$ cat src/rtl/cordic_pkg.sv
// Shared constants and state encoding for the CORDIC phase sequencer slice.
package cordic_pkg;

  localparam logic [2:0] ST_IDLE  = 3'd0;
  localparam logic [2:0] ST_SCALE = 3'd1;
  localparam logic [2:0] ST_ISSUE = 3'd2;
  localparam logic [2:0] ST_WAIT  = 3'd3;
  localparam logic [2:0] ST_FIX   = 3'd4;

  typedef enum logic [2:0] {
    StIdle  = ST_IDLE,
    StScale = ST_SCALE,
    StIssue = ST_ISSUE,
    StWait  = ST_WAIT,
    StFix   = ST_FIX
  } cordic_state_e;

  localparam int QUARTER_TURN = 16384;
  localparam int HALF_TURN    = 32768;
  localparam int HALF_PI_Q14  = 25736;
  localparam int Q14_ONE      = 16384;

endpackage

$ cat src/rtl/cordic_quadrant_fold.sv
// Folds a full-circle phase word into [-quarter, +quarter] turn and flags a
// cosine sign flip for the two outer quadrants.
module cordic_quadrant_fold
  import cordic_pkg::*;
(
  input  logic [15:0] phase,
  output logic [15:0] fold,
  output logic        neg_cos
);

  localparam logic signed [15:0] Quarter = 16'(QUARTER_TURN);
  localparam logic [15:0]        Half    = 16'(HALF_TURN);

  logic signed [15:0] s;

  always_comb begin
    s       = $signed(phase);
    neg_cos = (s > Quarter) || (s < -Quarter);
    // Both outer branches reduce to half_turn - s modulo 2^16; the result
    // always lands in range, so the wrap is harmless.
    fold    = neg_cos ? (Half - phase) : phase;
  end

endmodule

$ cat src/rtl/cordic_phase_sequencer.sv
// Front-end sequencer for the iterative sin/cos CORDIC core: folds and scales
// the phase, loads the core, waits for done with a watchdog, fixes the sign.
module cordic_phase_sequencer #(
  parameter int unsigned TIMEOUT     = 63,
  parameter int          HALF_PI_Q14 = cordic_pkg::HALF_PI_Q14
) (
  input  logic        clk,
  input  logic        reset_n,
  input  logic        start,
  input  logic [15:0] phase,
  output logic        busy,
  output logic        c_load,
  output logic [15:0] c_angle,
  input  logic        c_done,
  input  logic [15:0] c_co,
  input  logic [15:0] c_so,
  output logic        valid,
  output logic [15:0] cos_out,
  output logic [15:0] sin_out,
  output logic        err
);
  import cordic_pkg::*;

  localparam logic signed [31:0] MultK   = 32'(HALF_PI_Q14);
  localparam logic [7:0]         WdLimit = 8'(TIMEOUT);

  cordic_state_e      state;
  logic [15:0]        fold;
  logic               neg_cos;
  logic signed [15:0] fold_q;
  logic               neg_cos_q;
  logic [7:0]         wd_q;
  logic [7:0]         wd_inc;
  logic signed [15:0] co_q;
  logic signed [15:0] so_q;
  logic signed [15:0] angle_next;
  logic signed [15:0] cos_fixed;

  cordic_quadrant_fold u_fold (
    .phase   (phase),
    .fold    (fold),
    .neg_cos (neg_cos)
  );

  // Floor of fold * pi/2 in Q2.14; |fold| <= 2^14 keeps this within 16 bits.
  assign angle_next = 16'((32'(fold_q) * MultK) >>> 14);
  assign wd_inc     = wd_q + 8'd1;

  always_comb begin
    cos_fixed = co_q;
    if (neg_cos_q) begin
      cos_fixed = (co_q == 16'sh8000) ? 16'sh7fff : -co_q;
    end
  end

  always_ff @(posedge clk or negedge reset_n) begin
    if (!reset_n) begin
      state     <= StIdle;
      busy      <= 1'b0;
      c_load    <= 1'b0;
      c_angle   <= '0;
      valid     <= 1'b0;
      err       <= 1'b0;
      cos_out   <= '0;
      sin_out   <= '0;
      fold_q    <= '0;
      neg_cos_q <= 1'b0;
      wd_q      <= '0;
      co_q      <= '0;
      so_q      <= '0;
    end else begin
      c_load <= 1'b0;
      valid  <= 1'b0;
      err    <= 1'b0;
      unique case (state)
        StIdle: begin
          if (start) begin
            fold_q    <= $signed(fold);
            neg_cos_q <= neg_cos;
            busy      <= 1'b1;
            state     <= StScale;
          end
        end
        StScale: begin
          c_angle <= angle_next;
          c_load  <= 1'b1;
          state   <= StIssue;
        end
        StIssue: begin
          wd_q  <= '0;
          state <= StWait;
        end
        StWait: begin
          if (c_done) begin
            co_q  <= $signed(c_co);
            so_q  <= $signed(c_so);
            state <= StFix;
          end else begin
            wd_q <= wd_inc;
            if (wd_inc == WdLimit) begin
              err   <= 1'b1;
              busy  <= 1'b0;
              state <= StIdle;
            end
          end
        end
        StFix: begin
          cos_out <= cos_fixed;
          sin_out <= so_q;
          valid   <= 1'b1;
          busy    <= 1'b0;
          state   <= StIdle;
        end
        default: begin
          busy  <= 1'b0;
          state <= StIdle;
        end
      endcase
    end
  end

endmodule

$ cat config.mk
export PLATFORM = sky130hd
export DESIGN_NAME = cordic_phase_sequencer
export DESIGN_NICKNAME = d
export VERILOG_FILES = /design/src/rtl/cordic_pkg.sv /design/src/rtl/cordic_quadrant_fold.sv /design/src/rtl/cordic_phase_sequencer.sv
export SDC_FILE = /design/constraint.sdc
export NUM_CORES = 1
export LEC_CHECK = 0
export BUFFER_PORTS_ARGS = -buffer_cell sky130_fd_sc_hd__buf_2
export CORE_MARGIN = 2
export CORE_UTILIZATION = 59
export DETAILED_ROUTE_END_ITERATION = 8
export PLACE_DENSITY_LB_ADDON = 0.3
export SYNTH_ARGS = -nofsm -noshare
export SYNTH_HDL_FRONTEND = slang
export SYNTH_SLANG_ARGS = --single-unit
$ cat constraint.sdc
create_clock -name clk -period 5.3 [get_ports clk]
set_clock_uncertainty 0.05 [all_clocks]
set_input_delay 0.53 -clock clk [delete_from_list [all_inputs] [get_ports clk]]
set_output_delay 0.53 -clock clk [all_outputs]
set_load 0.01 [all_outputs]
==> impl_metrics.env, run 1 <==
export IMPL_status="complete, no violations"
export IMPL_antenna_left=0
export IMPL_port_buffers=103
export IMPL_ys_seq_area_frac=0.3673
export IMPL_pin_count=104
export IMPL_path_max_fanout=6
export IMPL_cp_end_kind="flip-flop"
export IMPL_fin_crit_sh=0.8864
export IMPL_drc_errors=0
export IMPL_grt_max_degree=62
export IMPL_first_iter_violations=404
export IMPL_arrival_ns=4.90
export IMPL_synth_edff_count=0
export IMPL_final_setup_viol_count=0
export IMPL_firstDrtPassIters=5
export IMPL_grt_pass1_wl_microns=27000
export IMPL_required_ns=5.50
export IMPL_rrSetupSlack_ns=0.60
export IMPL_nets=1087
export IMPL_fin_cells=1104
export IMPL_clock_latency_ns=0.36
export IMPL_synth_area_leaders="dfrtp_1 37%, ha_1 12%, nand2_1 9.5%"
export IMPL_netlist_cell_type_count=60
export IMPL_hold_violations=0
export IMPL_synth_fp_nets=994
export IMPL_die_h_microns=117.7
export IMPL_vias=6006
export IMPL_synth_cell_area_sq_um=7631
export IMPL_synthCells=835
export IMPL_clockRootBuffer="clkbuf_16"
export IMPL_grt_overflow=0
export IMPL_ys_ff_latch=112
export IMPL_antenna_found_initial=0
export IMPL_placementRows=41
export IMPL_dp_hpwl_microns=11760
export IMPL_die_area_sq_um=13860
export IMPL_cts_max_path_buffers=2
export IMPL_start_util=0.6047
export IMPL_slew_viol_final=0
export IMPL_die_w_microns=117.7
export IMPL_diodes=0
export IMPL_cts_resized_gates=0
export IMPL_cp_start_kind="flip-flop"
export IMPL_reg2regPathDepth=14
export IMPL_ys_flop_type="dfrtp_1"
export IMPL_coreArea_sq_um=12620
export IMPL_cts_sinks=112
export IMPL_hold_buffers=0
export IMPL_relSlewSlack=0.2811
export IMPL_synth_top_area_share=0.3673
export IMPL_rsz0062_at_grt="false"
export IMPL_h_tree_depth=3
export IMPL_wire_per_inst_microns=14.15
export IMPL_gp_congestion=0.9017
export IMPL_cap_violations=0
export IMPL_yosys_area_top_type="dfrtp_1"
export IMPL_path_class="flip-flop to flip-flop"
export IMPL_placed_area_sq_um=8290
export IMPL_drive_above_1_share=0.1481
export IMPL_tightestPinTransition_ns=1.077
export IMPL_cts_buffers=9
export IMPL_hold_path_class="primary input to async pin"
export IMPL_viasPerCell=5.440
export IMPL_grt_pass1_vias=5657
export IMPL_setup_tns_ns=0
export IMPL_fmax_mhz=212.9
export IMPL_yosys_warnings=0
export IMPL_track_usage=0.2365
export IMPL_avgSynthCellArea_sq_um=9.139
export IMPL_placed_cells=1089
export IMPL_final_area_sq_um=8563
export IMPL_cts_tree="built"
export IMPL_async_flop_share=1.000
export IMPL_post_cts_setup_buffers=0
export IMPL_area_growth_pct=12.22
export IMPL_drt_total_wl_microns=15620
export IMPL_fin_crit_ns=4.698
export IMPL_path_clk_slew_ns=0.07
==> final cells by class <==
class,count,area (sq um)
Sequential cell,112,2803
Inverter,54,202.7
Multi-Input combinational cell,643,4514
Tap cell,172,215.2
Timing Repair Buffer,108,555.5
Clock buffer,10,229.0
Fill cell,1082,4056
Clock inverter,5,43.79
==> Yosys cell counts (all sizes together) (7+ instances only) <==
cell type	count
nand2	193
dfrtp	112
ha	72
nor2	65
inv	53
a21oi	52
o21ai	45
fa	35
xnor2	35
xor2	22
clkbuf	21
nand3	10
nor3	7
nor4	7
o31ai	7
==> worst paths after layout <==
kind | end | from
worst min-delay path | c_angle[14]$_DFFE_PN0P_ | reset_n
worst min register to register | sin_out[9]$_DFFE_PN0P_ | so_q[9]$_DFFE_PN0P_
worst max register to register | c_angle[9]$_DFFE_PN0P_ | fold_q[1]$_DFFE_PN0P_
max in group asynchronous | fold_q[3]$_DFFE_PN0P_ | reset_n
worst max-delay path | c_angle[9]$_DFFE_PN0P_ | fold_q[1]$_DFFE_PN0P_
min in group clk | so_q[3]$_DFFE_PN0P_ | c_so[3]
==> per-layer routing <==
layer,global-route usage,vias to the layer above,wire length (microns)
li1,-,2997,-
met3,0.03440,19,573
met5,0,-,0
met1,0.3439,2850,7652
met4,0.06928,0,201
met2,0.3706,140,7194
==> placed cells by master, fill, tap and decap left out, types with 35 or more instances in the layout <==
cell type  count
nand2_1      193
dfrtp_1      112
buf_2        102
ha_1          72
nor2_1        63
inv_1         53
a21oi_1       50
o21ai_0       43
xnor2_1       35
fa_1          35
==> worst max-delay path: stages (launching register included) <==
cell	delay (ns)
dfrtp_1	0.44
ha_1	0.30
inv_1	0.05
fa_1	0.50
inv_1	0.05
fa_1	0.53
fa_1	0.42
ha_1	0.31
ha_1	0.38
and3_1	0.23
and2_1	0.17
a2111oi_1	0.58
nor4_1	0.15
o21a_1	0.21
o31ai_1	0.24
==> state kept, by name, indices dropped and copies added (netlist names), 3 cells and up <==
| name | cells |
|---|---|
| co_q | 16 |
| cos_out | 16 |
| state | 3 |
| c_angle | 16 |
| so_q | 16 |
| sin_out | 16 |
| fold_q | 16 |
| wd_q | 8 |
==> metrics by stage <==
stage                     setup slack, ns  hold WS, ns  utilization
after floorplan                    0.9412       0.1844            -
after global placement             0.7381       0.3958       0.6570
after detailed placement           0.6412       0.3985       0.6570
after CTS                          0.6081       0.1778       0.6786
after global routing               0.3313       0.2045       0.6786
final                              0.6022       0.1490       0.6786
==> kinds of logic after synthesis <==
logic type | synth area share
DFF | 0.3673
adders and majority gates | 0.2099
AOI/OAI and AO/OA | 0.1240
muxes | 0.01082
and+or+nand+nor | 0.1812
xor gates and xnor gates | 0.06542
buffers and inverters | 0.04148
Power of run 1 is left out: the tool's default activity adds up to more than one toggle a clock period on the data nets, which glitch-free logic cannot reach.
==> inputs of run 2 (changes only) <==
--- a/config.mk
+++ b/config.mk
@@ -6,8 +6,11 @@
 export NUM_CORES = 1
 export LEC_CHECK = 0
 export BUFFER_PORTS_ARGS = -buffer_cell sky130_fd_sc_hd__buf_2
+export CELL_PAD_IN_SITES_DETAIL_PLACEMENT = 0
+export CELL_PAD_IN_SITES_GLOBAL_PLACEMENT = 1
 export CORE_MARGIN = 2
-export CORE_UTILIZATION = 59
+export CORE_UTILIZATION = 45
+export CTS_CLUSTER_DIAMETER = 80
 export DETAILED_ROUTE_END_ITERATION = 8
 export PLACE_DENSITY_LB_ADDON = 0.3
 export SYNTH_ARGS = -nofsm -noshare
==> constraint.sdc (replaced) <==
create_clock -name clk -period 5.3 [get_ports clk]
set_clock_uncertainty 0.05 [all_clocks]
set_input_delay 1.59 -clock clk [delete_from_list [all_inputs] [get_ports clk]]
set_output_delay 1.59 -clock clk [all_outputs]
set_load 0.01 [all_outputs]
==> run 2 against run 1 <==
Net effect: utilization fell by 16 points; largest cell class unchanged; sequential share of layout area is 0.43 points lower; die area up 30%; hold slack improved by 0.27 ns; non-clock buffer count is 3 higher; count of clock-buffer cells in the layout is 1 higher.
==> impl_metrics.env, run 2 (synthesis results as in run 1) <==
export IMPL_hold_path_class="flip-flop to flip-flop"
export IMPL_cts_tree="built"
export IMPL_antenna_found_initial=0
export IMPL_first_iter_violations=287
export IMPL_dp_hpwl_microns=12350
export IMPL_diodes=0
export IMPL_startpoint="fold_q[2]$_DFFE_PN0P_"
export IMPL_timing_final_ws_setup_ns=0.6397
export IMPL_fin_cells=1156
export IMPL_fin_crit_sh=0.8793
export IMPL_drive_above_1_share=0.1517
export IMPL_critPathTopFamily="adder cells"
export IMPL_grt_pass1_wl_microns=27720
export IMPL_final_setup_viol_count=0
export IMPL_tightestPinTransition_ns=1.091
export IMPL_rsz0062_at_grt="false"
export IMPL_mostFrequentLayoutCell="nand2_1"
export IMPL_cp_start_kind="flip-flop"
export IMPL_hold_violations=0
export IMPL_slew_viol_final=0
export IMPL_viasPerCell=5.054
export IMPL_setup_tns_ns=0
export IMPL_hp_start="so_q[11]$_DFFE_PN0P_"
export IMPL_grt_max_degree=72
export IMPL_vias=5843
export IMPL_fin_crit_ns=4.660
export IMPL_grt_overflow=0
export IMPL_placed_area_sq_um=8373
export IMPL_cts_max_path_buffers=2
export IMPL_fmax_mhz=214.6
export IMPL_path_class="flip-flop to flip-flop"
export IMPL_clock_latency_ns=0.36
export IMPL_area_growth_pct=13.72
export IMPL_path_clk_slew_ns=0.07
export IMPL_cts_buffers=9
export IMPL_cts_sinks=112
export IMPL_clockRootBuffer="clkbuf_16"
export IMPL_relSlewSlack=0.2716
export IMPL_nets=1090
export IMPL_arrival_ns=4.88
export IMPL_die_area_sq_um=18020
export IMPL_die_w_microns=134.2
export IMPL_path_max_fanout=6
export IMPL_drc_errors=0
export IMPL_critPathMaxStageDelay_ns=0.57
export IMPL_port_buffers=103
export IMPL_coreArea_sq_um=16580
export IMPL_layout_common_cells="193 x nand2_1, 112 x dfrtp_1, 102 x buf_2, 72 x ha_1, 63 x nor2_1"
export IMPL_rrSetupSlack_ns=0.64
export IMPL_cp_end_kind="flip-flop"
export IMPL_hold_buffers=0
export IMPL_post_cts_setup_buffers=0
export IMPL_grt_pass1_vias=5685
export IMPL_start_util=0.4602
export IMPL_worst_path_max_delay_cell="a2111oi_1"
export IMPL_firstDrtPassIters=4
export IMPL_final_area_sq_um=8678
export IMPL_h_tree_depth=3
export IMPL_die_h_microns=134.2
export IMPL_cts_resized_gates=0
export IMPL_top_layer="met4"
export IMPL_status="complete, no violations"
export IMPL_wire_per_inst_microns=14.12
export IMPL_drt_total_wl_microns=16320
export IMPL_cap_violations=0
export IMPL_antenna_left=0
export IMPL_dpl_worst_slack_ns=0.6454
export IMPL_placed_cells=1140
export IMPL_critPathBufInv=2
export IMPL_track_usage=0.1900
export IMPL_met2_length_microns=7249
export IMPL_crit_chain="ha_1, inv_1, fa_1, inv_1, fa_1, fa_1, ha_1, ha_1, and3_1, and2_1, a2111oi_1, nor4_1, o21a_1, o31ai_1"
export IMPL_gp_congestion=0.8486
export IMPL_placementRows=47
export IMPL_required_ns=5.52
export IMPL_reg2reg_from="fold_q[2]$_DFFE_PN0P_"
export IMPL_met1_length_microns=8404
export IMPL_dr_wl_met3_microns=509
export IMPL_pin_count=104
-- run 2: cell types whose count changed in the layout (fill, tap and decap cells not counted), sizes merged --
cell      change
clkinv        -1
buf           +3
inv           +1
clkinvlp      -1
clkbuf        +1
bufinv        +1
-- run 2: routing by layer --
| metal | vias to the layer above | GRT usage |
|---|---|---|
| met2 | 91 | 0.2937 |
| met3 | 11 | 0.02721 |
| met1 | 2737 | 0.2790 |
| met5 | - | 0 |
| met4 | 0 | 0.05439 |
| li1 | 3004 | - |
-- run 2: cell type report --
class | instances | area [sq um]
fill | 1610 | 7905
multi-input combinational | 643 | 4514
sequential | 112 | 2803
timing repair buffer | 111 | 578.1
tap | 220 | 275.3
clock buffer | 11 | 242.7
inverter | 54 | 202.7
clock inverter | 5 | 62.56
-- run 2: per-stage QoR --
step             util  hold slack (ns)
4_1_cts        0.5233           0.4194
3_3_place_gp   0.5049           0.3977
6_report       0.5233           0.4182
3_5_place_dp   0.5049           0.3992
2_1_floorplan       -           0.3886
5_1_grt        0.5233           0.4529
-- run 2: worst paths after layout --
| kind | end | depth (start not counted) |
|---|---|---|
| worst max-delay path | c_angle[9]$_DFFE_PN0P_ | 14 |
| worst min-delay path | sin_out[11]$_DFFE_PN0P_ | 2 |
| worst max register to register | c_angle[9]$_DFFE_PN0P_ | 14 |
| worst min register to register | sin_out[11]$_DFFE_PN0P_ | 2 |
| max in group asynchronous | fold_q[3]$_DFFE_PN0P_ | 2 |
| min in group asynchronous | c_angle[6]$_DFFE_PN0P_ | 1 |
-- run 2: worst min-delay path, delay by kind of cell, from the launching register on --
kind             cells  cell delay (ns)
DFF                  1             0.34
and+or+nand+nor      2             0.10
Power of run 2 is left out for the same reason.
==> inputs of run 3 (changes only) <==
--- a/config.mk
+++ b/config.mk
@@ -5,13 +5,14 @@
 export SDC_FILE = /design/constraint.sdc
 export NUM_CORES = 1
 export LEC_CHECK = 0
-export BUFFER_PORTS_ARGS = -buffer_cell sky130_fd_sc_hd__buf_2
+export BUFFER_PORTS_ARGS = -buffer_cell sky130_fd_sc_hd__clkbuf_2
 export CELL_PAD_IN_SITES_DETAIL_PLACEMENT = 0
 export CELL_PAD_IN_SITES_GLOBAL_PLACEMENT = 1
 export CORE_MARGIN = 2
-export CORE_UTILIZATION = 45
+export CORE_UTILIZATION = 48
 export CTS_CLUSTER_DIAMETER = 80
 export DETAILED_ROUTE_END_ITERATION = 8
+export HOLD_SLACK_MARGIN = 0.02
 export PLACE_DENSITY_LB_ADDON = 0.3
 export SYNTH_ARGS = -nofsm -noshare
 export SYNTH_HDL_FRONTEND = slang
==> constraint.sdc (replaced) <==
create_clock -name clk -period 5.5 [get_ports clk]
set_clock_uncertainty 0.05 [all_clocks]
set_input_delay 1.65 -clock clk [delete_from_list [all_inputs] [get_ports clk]]
set_output_delay 1.65 -clock clk [all_outputs]
set_load 0.01 [all_outputs]
==> run 3 against run 2 <==
Net effect: utilization up 2.9 points; count of clock-buffer cells in the layout is 2 lower; hold slack gained 0.00061 ns; maximum frequency fell by 1.2%; via count rose by 0.48%; final area barely moved; sequential cell count stayed put; largest cell class unchanged.
==> impl_metrics.env, run 3 (synthesis results as in run 1) <==
export IMPL_grt_overflow=0
export IMPL_fmax_mhz=212.0
export IMPL_critPathMaxStageDelay_ns=0.60
export IMPL_wire_per_inst_microns=14.03
export IMPL_cts_resized_gates=0
export IMPL_cts_buffers=9
export IMPL_first_iter_violations=343
export IMPL_die_w_microns=130.1
export IMPL_status="complete, no violations"
export IMPL_hold_buffers=0
export IMPL_slew_viol_final=0
export IMPL_hold_path_class="flip-flop to flip-flop"
export IMPL_clockRootBuffer="clkbuf_16"
export IMPL_grt_busiest_layer="met1"
export IMPL_firstDrtPassIters=5
export IMPL_cp_start_kind="flip-flop"
export IMPL_coreArea_sq_um=15710
export IMPL_cts_max_path_buffers=2
export IMPL_h_tree_depth=3
export IMPL_use_met1=0.3090
export IMPL_placementRows=46
export IMPL_final_setup_viol_count=0
export IMPL_drive_above_1_share=0.1510
export IMPL_nets=1088
export IMPL_layout_common_cells="193 x nand2_1, 112 x dfrtp_1, 102 x clkbuf_2, 72 x ha_1, 63 x nor2_1"
export IMPL_path_max_fanout=6
export IMPL_grt_pass1_wl_microns=27190
export IMPL_cts_sinks=112
export IMPL_dp_hpwl_microns=12010
export IMPL_viasPerCell=5.105
export IMPL_pin_count=104
export IMPL_critPathBufInv=2
export IMPL_path_clk_slew_ns=0.10
export IMPL_grt_max_degree=47
export IMPL_tightestPinTransition_ns=1.112
export IMPL_die_area_sq_um=16920
export IMPL_holdPathEnd="sin_out[5]$_DFFE_PN0P_"
export IMPL_post_cts_setup_buffers=0
export IMPL_hold_violations=0
export IMPL_hold_ws_ns=0.4188
export IMPL_critPathTopFamily="adder cells"
export IMPL_use_met3=0.03034
export IMPL_r2r_end="c_angle[9]$_DFFE_PN0P_"
export IMPL_start_util=0.4857
export IMPL_holdPathStages=2
export IMPL_mostFrequentLayoutCell="nand2_1"
export IMPL_rsz0062_at_grt="false"
export IMPL_setup_tns_ns=0
export IMPL_rrSetupSlack_ns=0.78
export IMPL_cp_end_kind="flip-flop"
export IMPL_diodes=0
export IMPL_final_core_util=0.5521
export IMPL_fin_crit_ns=4.717
export IMPL_cts_tree="built"
export IMPL_crit_chain="ha_1, inv_1, fa_1, inv_1, fa_1, fa_1, ha_1, ha_1, and3_1, and2_1, a2111oi_1, nor4_1, o21a_1, o31ai_1"
export IMPL_antenna_found_initial=0
export IMPL_grt_pass1_vias=5484
export IMPL_track_usage=0.2006
export IMPL_fin_crit_sh=0.8576
export IMPL_reg2regPathDepth=14
export IMPL_drc_errors=0
export IMPL_required_ns=5.72
export IMPL_arrival_ns=4.94
export IMPL_antenna_left=0
export IMPL_hp_start="so_q[5]$_DFFE_PN0P_"
export IMPL_relSlewSlack=0.2577
export IMPL_vias=5871
export IMPL_clock_latency_ns=0.37
export IMPL_cap_violations=0
export IMPL_worst_path_max_delay_cell="a2111oi_1"
export IMPL_reg2reg_from="fold_q[1]$_DFFE_PN0P_"
export IMPL_port_buffers=103
export IMPL_die_h_microns=130.1
export IMPL_path_class="flip-flop to flip-flop"
export IMPL_gr_usage_met2=0.2941
export IMPL_gp_congestion=0.8636
export IMPL_area_growth_pct=13.67
export IMPL_drt_total_wl_microns=16130
run 3: worst min-delay path, stage by stage, from the launching register on:
cell and delay [ns]:
dfrtp_1 0.35, nand2_1 0.05, nand2_1 0.05
run 3: layer usage:
metal  up-vias  wire length, microns
met5         -                     0
met3        16                   593
li1       3007                     -
met4         0                   209
met2       108                  7013
met1      2740                  8315
run 3: worst max-delay path by stage:
| stage | start | to | slack [ns] | cells past startpoint |
|---|---|---|---|---|
| 6_report | fold_q[1]$_DFFE_PN0P_ | c_angle[9]$_DFFE_PN0P_ | 0.78 | 14 |
| 5_1_grt | fold_q[1]$_DFFE_PN0P_ | c_angle[9]$_DFFE_PN0P_ | 0.61 | 14 |
| 4_1_cts | fold_q[1]$_DFFE_PN0P_ | c_angle[9]$_DFFE_PN0P_ | 0.78 | 14 |
| 3_5_place_dp | fold_q[1]$_DFFE_PN0P_ | c_angle[5]$_DFFE_PN0P_ | 0.83 | 14 |
| 3_3_place_gp | fold_q[1]$_DFFE_PN0P_ | c_angle[9]$_DFFE_PN0P_ | 0.89 | 14 |
| 2_1_floorplan | fold_q[1]$_DFFE_PN0P_ | c_angle[9]$_DFFE_PN0P_ | 1.14 | 14 |
run 3: cell type report:
| cell class | count | area, sq um |
|---|---|---|
| Sequential cell | 112 | 2803 |
| Multi-Input combinational cell | 643 | 4514 |
| Timing Repair Buffer | 109 | 563.0 |
| Inverter | 54 | 202.7 |
| Tap cell | 216 | 270.3 |
| Clock inverter | 7 | 96.34 |
| Fill cell | 1482 | 7038 |
| Clock buffer | 9 | 225.2 |
run 3: stage by stage:
stage	cells	area [sq um]	setup WS (ns)
3_3_place_gp	1134	8353	0.8873
2_1_floorplan	835	7631	1.141
6_report	1150	8675	0.7832
3_5_place_dp	1134	8353	0.8317
4_1_cts	1150	8675	0.7809
5_1_grt	1150	8675	0.6100
Power of run 3 is left out for the same reason.
